## src/rtl/fetch_aligner_if.sv

```systemverilog
// Fetch-side bus bundle: instruction memory port, redirect port and
// the raw-instruction handshake towards the RVC expander.
`timescale 1ns/1ps
interface fetch_aligner_if #(
    parameter int XLEN = 32
);
    logic            imem_req;
    logic [XLEN-1:0] imem_addr;
    logic            imem_rvalid;
    logic [31:0]     imem_rdata;
    logic            redirect_valid;
    logic [XLEN-1:0] redirect_pc;
    logic            instr_valid;
    logic            instr_ready;
    logic [31:0]     instr_data;
    logic [XLEN-1:0] instr_pc;

    // Aligner side.
    modport master (
        output imem_req, imem_addr, instr_valid, instr_data, instr_pc,
        input  imem_rvalid, imem_rdata, redirect_valid, redirect_pc, instr_ready
    );

    // Environment side: memory, redirect source and instruction consumer.
    modport slave (
        input  imem_req, imem_addr, instr_valid, instr_data, instr_pc,
        output imem_rvalid, imem_rdata, redirect_valid, redirect_pc, instr_ready
    );
endinterface

```

## src/rtl/fetch_aligner.sv

```systemverilog
// Fetch aligner: fetches aligned 32-bit words, keeps them as a 4-deep
// halfword FIFO and presents one 16- or 32-bit raw instruction at a time.
// A 32-bit instruction may straddle two fetched words.
`timescale 1ns/1ps
module fetch_aligner #(
    parameter int              XLEN     = 32,
    parameter logic [XLEN-1:0] RESET_PC = {XLEN{1'b0}},
    parameter int              BUF_HW   = 4
) (
    input logic             clk,
    input logic             reset,
    fetch_aligner_if.master bus
);
    typedef enum logic [1:0] {
        IDLE = 2'd0,
        WAIT = 2'd1,
        DROP = 2'd2
    } state_t;

    state_t          state;
    state_t          state_next;

    logic [15:0]     hw_buf   [BUF_HW];
    logic [15:0]     buf_next [BUF_HW];
    logic [2:0]      count;
    logic [2:0]      count_next;
    logic [2:0]      count_after_pop;
    logic [XLEN-1:0] fetch_pc;
    logic [XLEN-1:0] cur_pc;
    logic            skip_low;

    logic            is_wide;
    logic            has_instr;
    logic            take;
    logic [1:0]      pop_n;
    logic            issue;
    logic            push;
    logic [1:0]      push_n;
    logic [1:0]      wr_idx;

    // The redirect target is halfword aligned, so its lowest bit is ignored.
    logic            unused_pc_bit;
    assign unused_pc_bit = bus.redirect_pc[0];

    // Decode buffer head, pop/push amounts and the fetch issue condition.
    always_comb begin
        is_wide         = (hw_buf[0][1:0] == 2'b11);
        has_instr       = ((count >= 3'd1) && !is_wide) || (count >= 3'd2);
        take            = has_instr && bus.instr_ready && !bus.redirect_valid;
        pop_n           = 2'd0;
        if (take) begin
            pop_n = is_wide ? 2'd2 : 2'd1;
        end
        count_after_pop = count - {1'b0, pop_n};
        issue           = (state == IDLE) && !reset && !bus.redirect_valid &&
                          (count_after_pop <= 3'd2);
        push            = (state == WAIT) && bus.imem_rvalid && !bus.redirect_valid;
        push_n          = skip_low ? 2'd1 : 2'd2;
        wr_idx          = count_after_pop[1:0];
        count_next      = count_after_pop + (push ? {1'b0, push_n} : 3'd0);
    end

    // Next buffer contents: drop popped entries, then append the new halfwords.
    always_comb begin
        for (int i = 0; i < BUF_HW; i++) begin
            buf_next[i] = hw_buf[i];
        end
        if (pop_n == 2'd1) begin
            for (int i = 0; i < BUF_HW - 1; i++) begin
                buf_next[i] = hw_buf[i + 1];
            end
        end else if (pop_n == 2'd2) begin
            for (int i = 0; i < BUF_HW - 2; i++) begin
                buf_next[i] = hw_buf[i + 2];
            end
        end
        if (push) begin
            if (skip_low) begin
                buf_next[wr_idx] = bus.imem_rdata[31:16];
            end else begin
                buf_next[wr_idx]        = bus.imem_rdata[15:0];
                buf_next[wr_idx + 2'd1] = bus.imem_rdata[31:16];
            end
        end
    end

    // Fetch FSM state register.
    always_ff @(posedge clk) begin
        if (reset) begin
            state <= IDLE;
        end else begin
            state <= state_next;
        end
    end

    // Fetch FSM next state; a redirect turns an outstanding request into a drop.
    always_comb begin
        state_next = state;
        unique case (state)
            IDLE: begin
                if (issue) begin
                    state_next = WAIT;
                end
            end
            WAIT: begin
                if (bus.redirect_valid) begin
                    state_next = bus.imem_rvalid ? IDLE : DROP;
                end else if (bus.imem_rvalid) begin
                    state_next = IDLE;
                end
            end
            DROP: begin
                if (bus.imem_rvalid) begin
                    state_next = IDLE;
                end
            end
            default: state_next = IDLE;
        endcase
    end

    // Outputs: fetch request plus the instruction at the buffer head.
    always_comb begin
        bus.imem_req    = issue;
        bus.imem_addr   = fetch_pc;
        bus.instr_valid = has_instr;
        bus.instr_data  = 32'h0000_0000;
        if (has_instr) begin
            bus.instr_data = is_wide ? {hw_buf[1], hw_buf[0]} : {16'h0000, hw_buf[0]};
        end
        bus.instr_pc    = cur_pc;
    end

    // Control state: occupancy, fetch/instruction PCs and the skip flag.
    always_ff @(posedge clk) begin
        if (reset) begin
            count    <= 3'd0;
            fetch_pc <= RESET_PC;
            cur_pc   <= RESET_PC;
            skip_low <= 1'b0;
        end else if (bus.redirect_valid) begin
            count    <= 3'd0;
            cur_pc   <= {bus.redirect_pc[XLEN-1:1], 1'b0};
            fetch_pc <= {bus.redirect_pc[XLEN-1:2], 2'b00};
            skip_low <= bus.redirect_pc[1];
        end else begin
            count <= count_next;
            if (take) begin
                cur_pc <= cur_pc + (is_wide ? XLEN'(4) : XLEN'(2));
            end
            if (push) begin
                fetch_pc <= fetch_pc + XLEN'(4);
                skip_low <= 1'b0;
            end
        end
    end

    // Halfword storage; entries beyond count are don't-care, so no reset.
    always_ff @(posedge clk) begin
        for (int i = 0; i < BUF_HW; i++) begin
            hw_buf[i] <= buf_next[i];
        end
    end
endmodule

```

## src/flat_wrapper.sv

```systemverilog
// flat-port wrapper written by rule: the top's interface ports become plain ports
module fetch_aligner_flat 
#(
    parameter int              XLEN     = 32,
    parameter logic [XLEN-1:0] RESET_PC = {XLEN{1'b0}},
    parameter int              BUF_HW   = 4
)
  (clk, reset, bus_imem_req, bus_imem_addr, bus_instr_valid, bus_instr_data, bus_instr_pc, bus_imem_rvalid, bus_imem_rdata, bus_redirect_valid, bus_redirect_pc, bus_instr_ready);
  fetch_aligner_if #(.XLEN(XLEN)) bus_i ();
  input logic clk;
  input logic reset;
  output wire logic [$bits(bus_i.imem_req)-1:0] bus_imem_req;
  output wire logic [$bits(bus_i.imem_addr)-1:0] bus_imem_addr;
  output wire logic [$bits(bus_i.instr_valid)-1:0] bus_instr_valid;
  output wire logic [$bits(bus_i.instr_data)-1:0] bus_instr_data;
  output wire logic [$bits(bus_i.instr_pc)-1:0] bus_instr_pc;
  input wire logic [$bits(bus_i.imem_rvalid)-1:0] bus_imem_rvalid;
  input wire logic [$bits(bus_i.imem_rdata)-1:0] bus_imem_rdata;
  input wire logic [$bits(bus_i.redirect_valid)-1:0] bus_redirect_valid;
  input wire logic [$bits(bus_i.redirect_pc)-1:0] bus_redirect_pc;
  input wire logic [$bits(bus_i.instr_ready)-1:0] bus_instr_ready;
  assign bus_imem_req = bus_i.imem_req;
  assign bus_imem_addr = bus_i.imem_addr;
  assign bus_instr_valid = bus_i.instr_valid;
  assign bus_instr_data = bus_i.instr_data;
  assign bus_instr_pc = bus_i.instr_pc;
  assign bus_i.imem_rvalid = bus_imem_rvalid;
  assign bus_i.imem_rdata = bus_imem_rdata;
  assign bus_i.redirect_valid = bus_redirect_valid;
  assign bus_i.redirect_pc = bus_redirect_pc;
  assign bus_i.instr_ready = bus_instr_ready;
  fetch_aligner #(.XLEN(XLEN), .RESET_PC(RESET_PC), .BUF_HW(BUF_HW)) u_core (.clk(clk), .reset(reset), .bus(bus_i));
endmodule
```

## config.mk

```make
export PLATFORM = sky130hd
export DESIGN_NAME = fetch_aligner_flat
export DESIGN_NICKNAME = d
export VERILOG_FILES = /design/src/rtl/fetch_aligner_if.sv /design/src/rtl/fetch_aligner.sv /design/src/flat_wrapper.sv
export SDC_FILE = /design/constraint.sdc
export NUM_CORES = 1
export LEC_CHECK = 0
export CORE_UTILIZATION = 53
export DETAILED_ROUTE_END_ITERATION = 10
export PLACE_DENSITY_LB_ADDON = 0.25
export SLEW_MARGIN = 5
export SYNTH_ARGS = -nofsm -noshare
export SYNTH_HDL_FRONTEND = slang
export SYNTH_SLANG_ARGS = --single-unit
```

## constraint.sdc

```tcl
create_clock -name clk -period 6.9 [get_ports clk]
set_clock_uncertainty 0.15 [all_clocks]
set_input_delay 2.07 -clock clk [delete_from_list [all_inputs] [get_ports clk]]
set_output_delay 2.07 -clock clk [all_outputs]
set_load 0.005 [all_outputs]
```

-- After elaboration in Yosys (flattened, before gate mapping)
Memory sizes are Yosys's and may differ from the RTL's.
Cells that the tools add are included.
- flip-flop bits (word level): 70
- latch bits: 0
- memory bits (writable): 64
- ROM bits: 0
- output and inout bits: 98
- logic and storage cells: 76
- memories: 1
- memories (memory ; words ; bits a word ; read ports ; clocked after Yosys merged registers in ; write ports ; line ; source):
    u_core.hw_buf ; 4 ; 16 ; 4 ; 0 ; 4 ; fetch_aligner.sv:23 ; logic [15:0] hw_buf [BUF_HW];
- add/subtract/negate cells: 5
- multipliers: 0
- divide/modulo/power cells: 0
- magnitude comparators: 7
- equal/unequal tests: 6
- shift-type cells: 0
- mux-type cells: 30
- bitwise gates (word level): 2
- reduce and logical (&&, ||, !) cells: 18
- operator list (kind ; number):
    32-bit 2-to-1 mux ; 8
    64-bit bitwise mux ; 3
    64-bit 2-to-1 mux ; 2
    16-bit demux with 2-bit select ; 2
    16-bit 2-to-1 mux ; 3
    32-bit by 3-bit adder with 32-bit output (second input constant) ; 1
    32-bit adder ; 1
    2-bit 2-to-1 mux ; 8
    1-bit logical AND ; 10
    2-bit == test (second input constant) ; 3
    3-bit greater-or-equal comparator (second input constant) ; 2
    3-bit by 1-bit < comparator with 1-bit output (second input constant) ; 2
    2-bit inverter with 3-bit output ; 2
    2-bit one-hot mux with 3 select lines ; 1
    2-bit by 1-bit == test with 1-bit output (second input constant) ; 2
    2-bit nonzero test ; 2
    3-bit adder ; 1
    3-bit by 1-bit greater-or-equal comparator with 1-bit output (second input constant) ; 1
    3-bit by 2-bit greater-or-equal comparator with 1-bit output (second input constant) ; 1
    3-bit by 2-bit <= comparator with 1-bit output (second input constant) ; 1
    1-bit zero test ; 3
    3-bit 2-to-1 mux ; 1
    3-bit by 2-bit subtractor with 3-bit output ; 1
    2-bit by 1-bit adder with 2-bit output (second input constant) ; 1
    5 further kinds ; 6

-- Longest topological paths before layout
Gate-level depths: netlist of run 1.
An unclocked memory read counts as a cell.
- depth in word-level cells: 18
- mapped depth: 14

-- Worst setup path after synthesis of run 1
No wires, ideal clock.
- kind: input-to-output
- from: in bus_instr_ready
- to: out bus_imem_req
- arrival: 4.279 ns
- path slack: 0.401 ns
- stages on the path: 9
- buffers on the path: 2
- cell sequence: nor2b_1 o21ai_1 clkbuf_1 nor2_1 fa_1 clkbuf_1 o21ai_0 or3_1 nor2_1
- word-level cells in the longest chain between the ends: 6
- RTL lines (element ; line ; source):
    start, declared ; flat_wrapper.sv:21 ; input wire logic [$bits(bus_i.instr_ready)-1:0] bus_instr_ready;
    1-bit logical AND (2 in series) ; fetch_aligner.sv:49 ; take = has_instr && bus.instr_ready && !bus.redirect_valid;
    2-bit 2-to-1 mux ; fetch_aligner.sv:51 ; if (take) begin
    3-bit by 2-bit subtractor with 3-bit output ; fetch_aligner.sv:54 ; count_after_pop = count - {1'b0, pop_n};
    3-bit by 2-bit <= comparator with 1-bit output ; fetch_aligner.sv:56 ; (count_after_pop <= 3'd2);
    1-bit logical AND ; fetch_aligner.sv:55 ; issue = (state == IDLE) && !reset && !bus.redirect_valid &&
    end, declared ; flat_wrapper.sv:12 ; output wire logic [$bits(bus_i.imem_req)-1:0] bus_imem_req;
No other way between the ends.

-- Worst setup path in the final report of run 1
Same ends and word-level chain as after synthesis.

==> results of run 1 <==
synthesized netlist by cell type, drive strengths merged, types with 27 or more instances:
cell / instances / share of area [%]
clkbuf: 60 / 2.7
nor2b: 27 / 2.0
o22ai: 48 / 3.6
nand2: 138 / 6.2
a21boi: 35 / 3.3
xnor2: 28 / 3.0
nor2: 70 / 3.4
nand3: 28 / 1.9
o21ai: 33 / 2.0
buf: 28 / 1.6
inv: 41 / 1.9
and3: 31 / 2.3
a21oi: 143 / 8.7
dfxtp: 115 / 28
kinds of logic (layout without fill, tap and decap cells):
kind of cell               Yosys count  count (layout)
buffers and inverters              131             255
DFF                                131             131
xor gates and xnor gates            48              48
and+or+nand+nor                    387             387
muxes                               27              27
adders and majority gates            8               8
AOI/OAI and AO/OA                  355             355
other                                1               3
through the flow:
| step | util, % | hold WS (ns) | area [sq um] | cells | total power [uW] |
|---|---|---|---|---|---|
| 2_1_floorplan | - | 0.335 | 8310 | 1090 | 1200 |
| 5_1_grt | 69.5 | 0.417 | 10600 | 1425 | 2380 |
| 3_3_place_gp | 65.5 | 0.366 | 10000 | 1394 | 1360 |
| 6_report | 69.5 | 0.388 | 10600 | 1425 | 2290 |
| 3_5_place_dp | 65.5 | 0.375 | 10000 | 1394 | 1370 |
| 4_1_cts | 69.5 | 0.388 | 10600 | 1425 | 2280 |
path summary, 6_finish.rpt:
kind | startpoint | to | cells after the start
min | u_core.hw_buf[0][5] | u_core.hw_buf[0][5] | 2
max reg2reg | u_core.count[2] | u_core.hw_buf[1][14] | 10
min reg2reg | u_core.hw_buf[0][5] | u_core.hw_buf[0][5] | 2
max | bus_instr_ready | bus_imem_req | 10
cell usage in the layout, fill, tap and decap left out, types with 17 or more instances in the layout:
cell type	count
nand2_1	138
a21boi_0	33
nor2b_1	26
nor3_1	18
inv_1	40
xor2_1	20
mux2i_1	20
a21oi_1	142
o22ai_1	48
o21ai_0	30
clkdlybuf4s50_1	161
dfxtp_1	114
nand3_1	26
buf_4	19
and3_1	31
clkbuf_16	17
nor4_1	19
nor2_1	67
a31oi_1	20
xnor2_1	28
worst max-delay path, delay by kind of cell:
family          cells  cell delay (ns)
compound gates      2             0.21
buf+inv             2             0.61
simple gates        4             0.70
fa+ha+maj           2             0.72
cell type report:
cell class | count | area [sq um] | area share, %
clock buffers | 26 | 499 | 4.71
clock inverters | 5 | 100 | 0.944
inverters | 43 | 161 | 1.52
multi-input cells | 828 | 5030 | 47.4
flip-flops and latches | 131 | 2780 | 26.3
well taps | 211 | 264 | 2.49
repair buffers | 181 | 1770 | 16.7
per-layer routing:
metal	vias to the layer above	global-route usage [%]	part of all wire (%)
li1	4133	-	-
met1	3895	40.2	44
met2	453	48.8	47
met3	40	4.40	7.7
met4	0	9.17	1.7
met5	-	0	0
power by group:
| part | switching [uW] | leakage, uW | internal [uW] |
|---|---|---|---|
| Clock | 312 | 0.000294 | 604 |
| Combinational | 205 | 0.00242 | 214 |
| Sequential | 82.6 | 0.00111 | 868 |
| Total | 600 | 0.00382 | 1690 |
==> flow_metrics.env, run 1 <==
export IMPL_synthAdderAreaFrac_pct=1.48
export IMPL_crit_path_cell_trace="clkdlybuf4s50_1, nor2b_2, o21ai_0, nor2_2, ha_2, fa_2, o21ai_0, or3_1, nor2_1, dlymetal6s2s_1"
export IMPL_ant_nets=0
export IMPL_root_buffer="clkbuf_16"
export IMPL_finalWirelength_mm=24.0
export IMPL_clk_latency_ns=0.42
export IMPL_ys_seq_area_share_pct=33.5
export IMPL_cts_clk_slew_worst_paths_ns=0.05
export IMPL_final_max_slew_viol_count=0
export IMPL_viasPerCell=5.98
export IMPL_hp_class="flip-flop to flip-flop"
export IMPL_overflow=0
export IMPL_synth_compound_area_share_pct=26.8
export IMPL_drv_cap=0
export IMPL_drive_above_1_share_pct=5.85
export IMPL_fin_crit_ns=6.54
export IMPL_grt_first_pass_wirelength_mm=38.4
export IMPL_critPathMaxStageDelay_ns=0.53
export IMPL_initial_utilization_pct=54.4
export IMPL_cp_required_ns=4.68
export IMPL_ys_flop_type="dfxtp_1"
export IMPL_wl_per_cell_microns=16.8
export IMPL_cp_max_fo=2
export IMPL_grt_max_degree=106
export IMPL_cts_sinks=131
export IMPL_final_setup_viol_count=0
export IMPL_rsz0062_at_grt="false"
export IMPL_status="completed"
export IMPL_avgSynthCellArea_sq_um=7.63
export IMPL_routabilityCongestion=0.919
export IMPL_relSlewSlack_pct=15.8
export IMPL_vias=8521
export IMPL_path_class="primary input to output pin"
export IMPL_first_pass_iters=5
export IMPL_port_buffers=162
export IMPL_cts_repair_resized=0
export IMPL_dieHeight_microns=127
export IMPL_antennaDiodeCount=0
export IMPL_power_per_cell_area_mw_per_mm2=216
export IMPL_dp_slack_ns=0.0431
export IMPL_finalWorstSetupSlack_ns=0.364
export IMPL_peakVddDrop_uv=188
export IMPL_leakage_uw=0.00382
export IMPL_muxShareOfSynthArea_pct=3.36
export IMPL_io_pins=167
export IMPL_ys_async_sr_fraction_pct=0
export IMPL_die_w_microns=127
export IMPL_cts_buffers=17
export IMPL_setup_tns_ns=0
export IMPL_cp_arrival_ns=4.32
export IMPL_first_global_vias=7482
export IMPL_synth_distinct_cells=66
export IMPL_grtUsageTotal_pct=29.7
export IMPL_syn_area_sq_mm=0.00830
export IMPL_syn_to_final_growth_pct=27.7
export IMPL_worst_path_max_delay_cell="fa_2"
export IMPL_end_kind="output pin"
export IMPL_hold_buffers=0
export IMPL_crit_top_cell="o21ai_0"
export IMPL_layout_nets=1279
export IMPL_postSynthCellCount=1088
export IMPL_die_area_sq_mm=0.0162
export IMPL_period_share_pct=94.7
export IMPL_cts_tree="yes"
export IMPL_rows=45
export IMPL_drcViolationCount=0
export IMPL_synth_edf_count=16
export IMPL_dpl_hpwl_mm=16.8
export IMPL_ys_ff_latch=131
export IMPL_fillCellCount=1234
export IMPL_hold_viol=0
export IMPL_synthXorXnorAreaFrac_pct=5.06
export IMPL_core_area_sq_mm=0.0153
export IMPL_cts_htree_levels=4
export IMPL_worst_pin_slew_ns=1.26
export IMPL_critPathLaunchType="primary input"
export IMPL_dr_first_iter_drc_count=908
export IMPL_fmax_mhz=153
export IMPL_post_cts_buffers=0
export IMPL_synth_simple_gate_area_share_pct=23.5
export IMPL_antenna_found_initial=0
export IMPL_synth_top_family_by_area="compound AO/OA/AOI/OAI gates"
export IMPL_worst_r2r_setup_slack_ns=2.42
export IMPL_ys_warn_count=0
export IMPL_cts_buffer_depth=2
(Power assumes the default switching activity.)
==> inputs of run 2 (changes only) <==
--- a/config.mk
+++ b/config.mk
@@ -6,5 +6,5 @@
 export NUM_CORES = 1
 export LEC_CHECK = 0
-export CORE_UTILIZATION = 53
+export CORE_UTILIZATION = 57
 export DETAILED_ROUTE_END_ITERATION = 10
 export PLACE_DENSITY_LB_ADDON = 0.25
==> constraint.sdc (replaced) <==
create_clock -name clk -period 7.9 [get_ports clk]
set_clock_uncertainty 0.15 [all_clocks]
set_input_delay 2.37 -clock clk [delete_from_list [all_inputs] [get_ports clk]]
set_output_delay 2.37 -clock clk [all_outputs]
set_load 0.02 [all_outputs]
==> run 2 against run 1 <==
Compared with the run above: sequential power is 13% lower; setup slack better by 0.073 ns; routed wire length grew 6.2%; critical path depth is the same; core utilization grew 5.5 points; die area fell by 6.9%; non-clock buffer count increased by 1; cell count is 2.0% lower; power shrank 13%; global-route usage grew 4.7 points; design area is 0.70% lower; count of clock-buffer cells in the layout down 3; critical endpoint unchanged.
==> flow_metrics.env, run 2 (same netlist as run 1, synthesis figures left out) <==
export IMPL_cts_tree="yes"
export IMPL_port_buffers=162
export IMPL_worst_r2r_setup_slack_ns=2.90
export IMPL_rsz0062_at_grt="false"
export IMPL_vias=8862
export IMPL_fmax_mhz=134
export IMPL_final_util_pct=75.0
export IMPL_hp_class="flip-flop to flip-flop"
export IMPL_end_kind="output pin"
export IMPL_p_seq_share_pct=41.9
export IMPL_grtUsageTotal_pct=34.4
export IMPL_root_buffer="clkbuf_16"
export IMPL_final_cell_mix="clkdlybuf4s50_1 (160), a21oi_1 (142), nand2_1 (138), dfxtp_1 (114), nor2_1 (67)"
export IMPL_hold_buffers=0
export IMPL_cts_htree_levels=4
export IMPL_critPathLaunchType="primary input"
export IMPL_final_max_slew_viol_count=0
export IMPL_hold_viol=0
export IMPL_rr_endpoint="u_core.hw_buf[2][0]"
export IMPL_antenna_found_initial=0
export IMPL_initial_utilization_pct=59.1
export IMPL_peakVddDrop_uv=159
export IMPL_cts_clk_slew_worst_paths_ns=0.05
export IMPL_p_sw_uw=575
export IMPL_die_area_sq_mm=0.0151
export IMPL_syn_to_final_growth_pct=26.8
export IMPL_final_common_cell="clkdlybuf4s50_1"
export IMPL_rows=43
export IMPL_p_int_uw=1400
export IMPL_cts_buffers=17
export IMPL_swShare_pct=29.1
export IMPL_worst_path_max_delay_cell="fa_4"
export IMPL_antennaDiodeCount=0
export IMPL_r2r_start="u_core.count[1]"
export IMPL_hold_path_depth=2
export IMPL_final_setup_viol_count=0
export IMPL_grt_first_pass_wirelength_mm=40.2
export IMPL_cts_sinks=131
export IMPL_power_share_clock_pct=37.9
export IMPL_dp_cells=1364
export IMPL_worst_pin_slew_ns=1.12
export IMPL_first_pass_iters=6
export IMPL_layout_cells_non_filler=1396
export IMPL_ant_nets=0
export IMPL_finalWirelength_mm=25.5
export IMPL_min_from="u_core.hw_buf[1][13]"
export IMPL_holdPathEnd="u_core.hw_buf[1][13]"
export IMPL_critPathMaxStageDelay_ns=0.75
export IMPL_cts_buffer_depth=2
export IMPL_first_global_vias=8066
export IMPL_drcViolationCount=0
export IMPL_crit_top_cell="o21ai_0"
export IMPL_setup_tns_ns=0
export IMPL_routabilityCongestion=0.902
export IMPL_layout_nets=1280
export IMPL_status="completed"
export IMPL_core_area_sq_mm=0.0140
export IMPL_drv_cap=0
export IMPL_viasPerCell=6.35
export IMPL_drive_above_1_share_pct=6.17
export IMPL_dpl_hpwl_mm=16.1
export IMPL_cp_required_ns=5.38
export IMPL_period_share_pct=94.5
export IMPL_dieHeight_microns=123
export IMPL_p_comb_share_pct=20.1
export IMPL_grt_max_degree=106
export IMPL_leakage_uw=0.00381
export IMPL_dr_first_iter_drc_count=1142
export IMPL_clk_latency_ns=0.43
export IMPL_io_pins=167
export IMPL_cp_max_fo=3
export IMPL_overflow=0
export IMPL_crit_path_cell_trace="clkdlybuf4s50_1, nor2b_2, o21ai_0, nor2_2, ha_2, fa_4, o21ai_0, or3_1, nor2_1, dlymetal6s2s_1"
export IMPL_power_per_cell_area_mw_per_mm2=188
export IMPL_cp_arrival_ns=4.94
export IMPL_relSlewSlack_pct=25.6
export IMPL_fin_crit_ns=7.46
export IMPL_worstRegToRegCells=11
export IMPL_die_w_microns=123
export IMPL_wl_per_cell_microns=18.2
export IMPL_path_class="primary input to output pin"
-- run 2: changes by cell type in the layout (fill, tap and decap cells not counted) --
cell / before / now
clkinv_2: 2 / 5
buf_2: 0 / 1
fa_2: 1 / 0
clkbuf_1: 5 / 4
bufinv_16: 3 / 1
inv_4: 0 / 1
clkinv_4: 0 / 1
clkinvlp_4: 0 / 1
clkbuf_16: 17 / 18
clkbuf_8: 4 / 1
fa_4: 0 / 1
clkdlybuf4s50_1: 161 / 160
buf_4: 19 / 20
-- run 2: final cells by class --
cell class / count / area, sq um
Clock buffer: 23 / 479
Clock inverter: 9 / 77.6
Tap cell: 180 / 225
Multi-Input combinational cell: 828 / 5030
Fill cell: 1080 / 3510
Sequential cell: 131 / 2780
Timing Repair Buffer: 182 / 1770
Inverter: 43 / 161
-- run 2: layer usage --
layer | wire (microns) | vias to the layer above | track usage, %
li1 | - | 4147 | -
met1 | 10600 | 4084 | 45.6
met2 | 11500 | 566 | 54.6
met3 | 2610 | 65 | 6.13
met4 | 800 | 0 | 15.2
met5 | 0 | - | 0
-- run 2: worst max-delay path by stage --
stage | from | to | slack [ns] | depth (start not counted)
finish | bus_instr_ready | bus_imem_req | 0.44 | 10
global route | bus_instr_ready | bus_imem_req | 0.32 | 10
CTS | bus_instr_ready | bus_imem_req | 0.05 | 10
detailed placement | bus_instr_ready | bus_imem_req | 0.07 | 10
global placement | bus_instr_ready | bus_imem_req | 0.07 | 10
floorplan | bus_instr_ready | bus_imem_req | 0.62 | 9
-- run 2: worst max-delay path, delay by kind of cell --
family,cells,cell delay [ns]
adder cells (fa/ha/maj),2,0.94
AND/OR/NAND/NOR,4,0.74
buffers and inverters,2,0.65
AO/OA/AOI/OAI,2,0.23
-- run 2: power groups by stage --
stage	sequential [uW]	clock [uW]	combinational, uW
CTS	827	749	393
finish	830	750	398
floorplan	848	0	229
global placement	838	0	380
detailed placement	840	0	390
global route	840	783	433
-- run 2: timing repair --
action,in CTS,in global routing
resized for setup,0,2
endpoints found under the setup margin,0,1
hold endpoints to repair,0,0
setup buffers,0,0
-- run 2: through the flow --
stage / power, uW / worst slack [ns] / area, sq um / hold slack [ns]
3_3_place_gp: 1220 / 0.0673 / 9970 / 0.360
2_1_floorplan: 1080 / 0.617 / 8310 / 0.335
3_5_place_dp: 1230 / 0.0742 / 9970 / 0.373
5_1_grt: 2060 / 0.318 / 10500 / 0.417
6_report: 1980 / 0.437 / 10500 / 0.380
4_1_cts: 1970 / 0.0485 / 10500 / 0.383
==> inputs of run 3 (changes only) <==
PLACE_DENSITY = 0.91   (was default)
PLACE_DENSITY_LB_ADDON = default   (was 0.25)
==> run 3 against run 2 <==
Compared with the run above: hold slack gained 0.010 ns; fmax shrank 1.7%; design area grew 0.59%; cell count shrank 0.14%; clock power grew 15%; global-route usage grew 2.4 points; critical endpoint unchanged; highest routed layer unchanged.
==> flow_metrics.env, run 3 (same netlist as run 1, synthesis figures left out) <==
export IMPL_drv_cap=0
export IMPL_p_comb_share_pct=19.4
export IMPL_final_util_pct=75.4
export IMPL_peakVddDrop_uv=204
export IMPL_leakage_uw=0.00381
export IMPL_cts_tree="yes"
export IMPL_rows=43
export IMPL_overflow=0
export IMPL_critPathLaunchType="primary input"
export IMPL_die_area_sq_mm=0.0151
export IMPL_power_share_clock_pct=40.8
export IMPL_cts_sinks=131
export IMPL_fin_area_sq_mm=0.0106
export IMPL_regArea_sq_mm=0.00278
export IMPL_cts_repair_resized=0
export IMPL_final_cell_mix="clkdlybuf4s50_1 (162), a21oi_1 (142), nand2_1 (138), dfxtp_1 (114), nor2_1 (67)"
export IMPL_swShare_pct=28.7
export IMPL_place_area_sq_mm=0.00995
export IMPL_final_setup_viol_count=0
export IMPL_initial_utilization_pct=59.1
export IMPL_finalWirelength_mm=27.1
export IMPL_cts_buffer_depth=2
export IMPL_multi_input_area_sq_mm=0.00503
export IMPL_vias=9085
export IMPL_post_cts_buffers=0
export IMPL_syn_to_final_growth_pct=27.6
export IMPL_wl_per_cell_microns=19.5
export IMPL_first_pass_iters=6
export IMPL_status="completed"
export IMPL_p_sw_uw=605
export IMPL_layout_nets=1278
export IMPL_total_power_uw=2110
export IMPL_root_buffer="clkbuf_16"
export IMPL_fin_crit_ns=7.59
export IMPL_period_share_pct=96.1
export IMPL_fin_hold_ws_ns=0.391
export IMPL_hp_class="flip-flop to flip-flop"
export IMPL_rsz0062_at_grt="false"
export IMPL_p_int_uw=1500
export IMPL_first_global_vias=8100
export IMPL_routabilityCongestion=0.879
export IMPL_dr_first_iter_drc_count=1539
export IMPL_power_per_cell_area_mw_per_mm2=199
export IMPL_grt_max_degree=106
export IMPL_core_area_sq_mm=0.0140
export IMPL_hold_buffers=0
export IMPL_antenna_found_initial=0
export IMPL_clk_latency_ns=0.43
export IMPL_fillCellCount=945
export IMPL_dpl_hpwl_mm=17.7
export IMPL_cts_buffers=17
export IMPL_cp_max_fo=2
export IMPL_setup_tns_ns=0
export IMPL_p_seq_share_pct=39.8
export IMPL_io_pins=167
export IMPL_path_class="primary input to output pin"
export IMPL_final_common_cell="clkdlybuf4s50_1"
export IMPL_worst_pin_slew_ns=1.13
export IMPL_port_buffers=162
export IMPL_cts_clk_slew_worst_paths_ns=0.05
export IMPL_end_kind="output pin"
export IMPL_viasPerCell=6.52
export IMPL_cp_required_ns=5.38
export IMPL_antennaDiodeCount=0
export IMPL_ant_nets=0
export IMPL_grt_first_pass_wirelength_mm=42.8
export IMPL_fmax_mhz=132
export IMPL_cp_arrival_ns=5.07
export IMPL_dieHeight_microns=123
export IMPL_grtUsageTotal_pct=36.8
export IMPL_drive_above_1_share_pct=5.93
export IMPL_hold_viol=0
export IMPL_drcViolationCount=0
export IMPL_relSlewSlack_pct=24.7
export IMPL_final_max_slew_viol_count=0
export IMPL_die_w_microns=123
export IMPL_cts_htree_levels=4
run 3: metrics by stage:
stage | instances | setup slack [ns]
after floorplan | 1090 | 0.617
after global placement | 1362 | 0.367
after detailed placement | 1362 | 0.372
after CTS | 1394 | 0.301
after global routing | 1394 | 0.191
final | 1394 | 0.307
run 3: path summary, 6_finish.rpt:
path	slack, ns	endpoint	start	depth (start not counted)
min	0.39	u_core.hw_buf[0][8]	u_core.hw_buf[0][8]	2
min reg2reg	0.39	u_core.hw_buf[0][8]	u_core.hw_buf[0][8]	2
max reg2reg	3.16	u_core.hw_buf[1][15]	u_core.hw_buf[0][1]	9
max	0.31	bus_imem_req	bus_instr_ready	10
run 3: power by group through the flow:
stage / combinational [uW] / clock [uW] / sequential [uW]
floorplan: 229 / 0 / 848
global placement: 377 / 0 / 841
detailed placement: 388 / 0 / 844
CTS: 400 / 855 / 833
global route: 441 / 890 / 845
finish: 409 / 859 / 838
run 3: critical path, stage by stage:
cell and delay [ns]:
clkdlybuf4s50_1 0.43, nor2b_1 0.17, o21ai_0 0.14, nor2_2 0.10
ha_2 0.21, fa_2 0.53, o21ai_0 0.08, or3_1 0.34
nor2_1 0.10, clkdlybuf4s50_1 0.60
run 3: layer usage:
metal | GRT usage [%] | wire length (microns) | vias up
li1 | - | - | 4165
met1 | 48.7 | 10600 | 4133
met2 | 56.6 | 12300 | 673
met3 | 8.32 | 3060 | 114
met4 | 17.7 | 1130 | 0
met5 | 0 | 0 | -
run 3: area by class of cell:
cell class / instances / area share, %
Inverter: 43 / 1.52
Timing Repair Buffer: 180 / 16.6
Tap cell: 180 / 2.13
Sequential cell: 131 / 26.3
Clock inverter: 15 / 2.02
Clock buffer: 17 / 4.02
Multi-Input combinational cell: 828 / 47.4
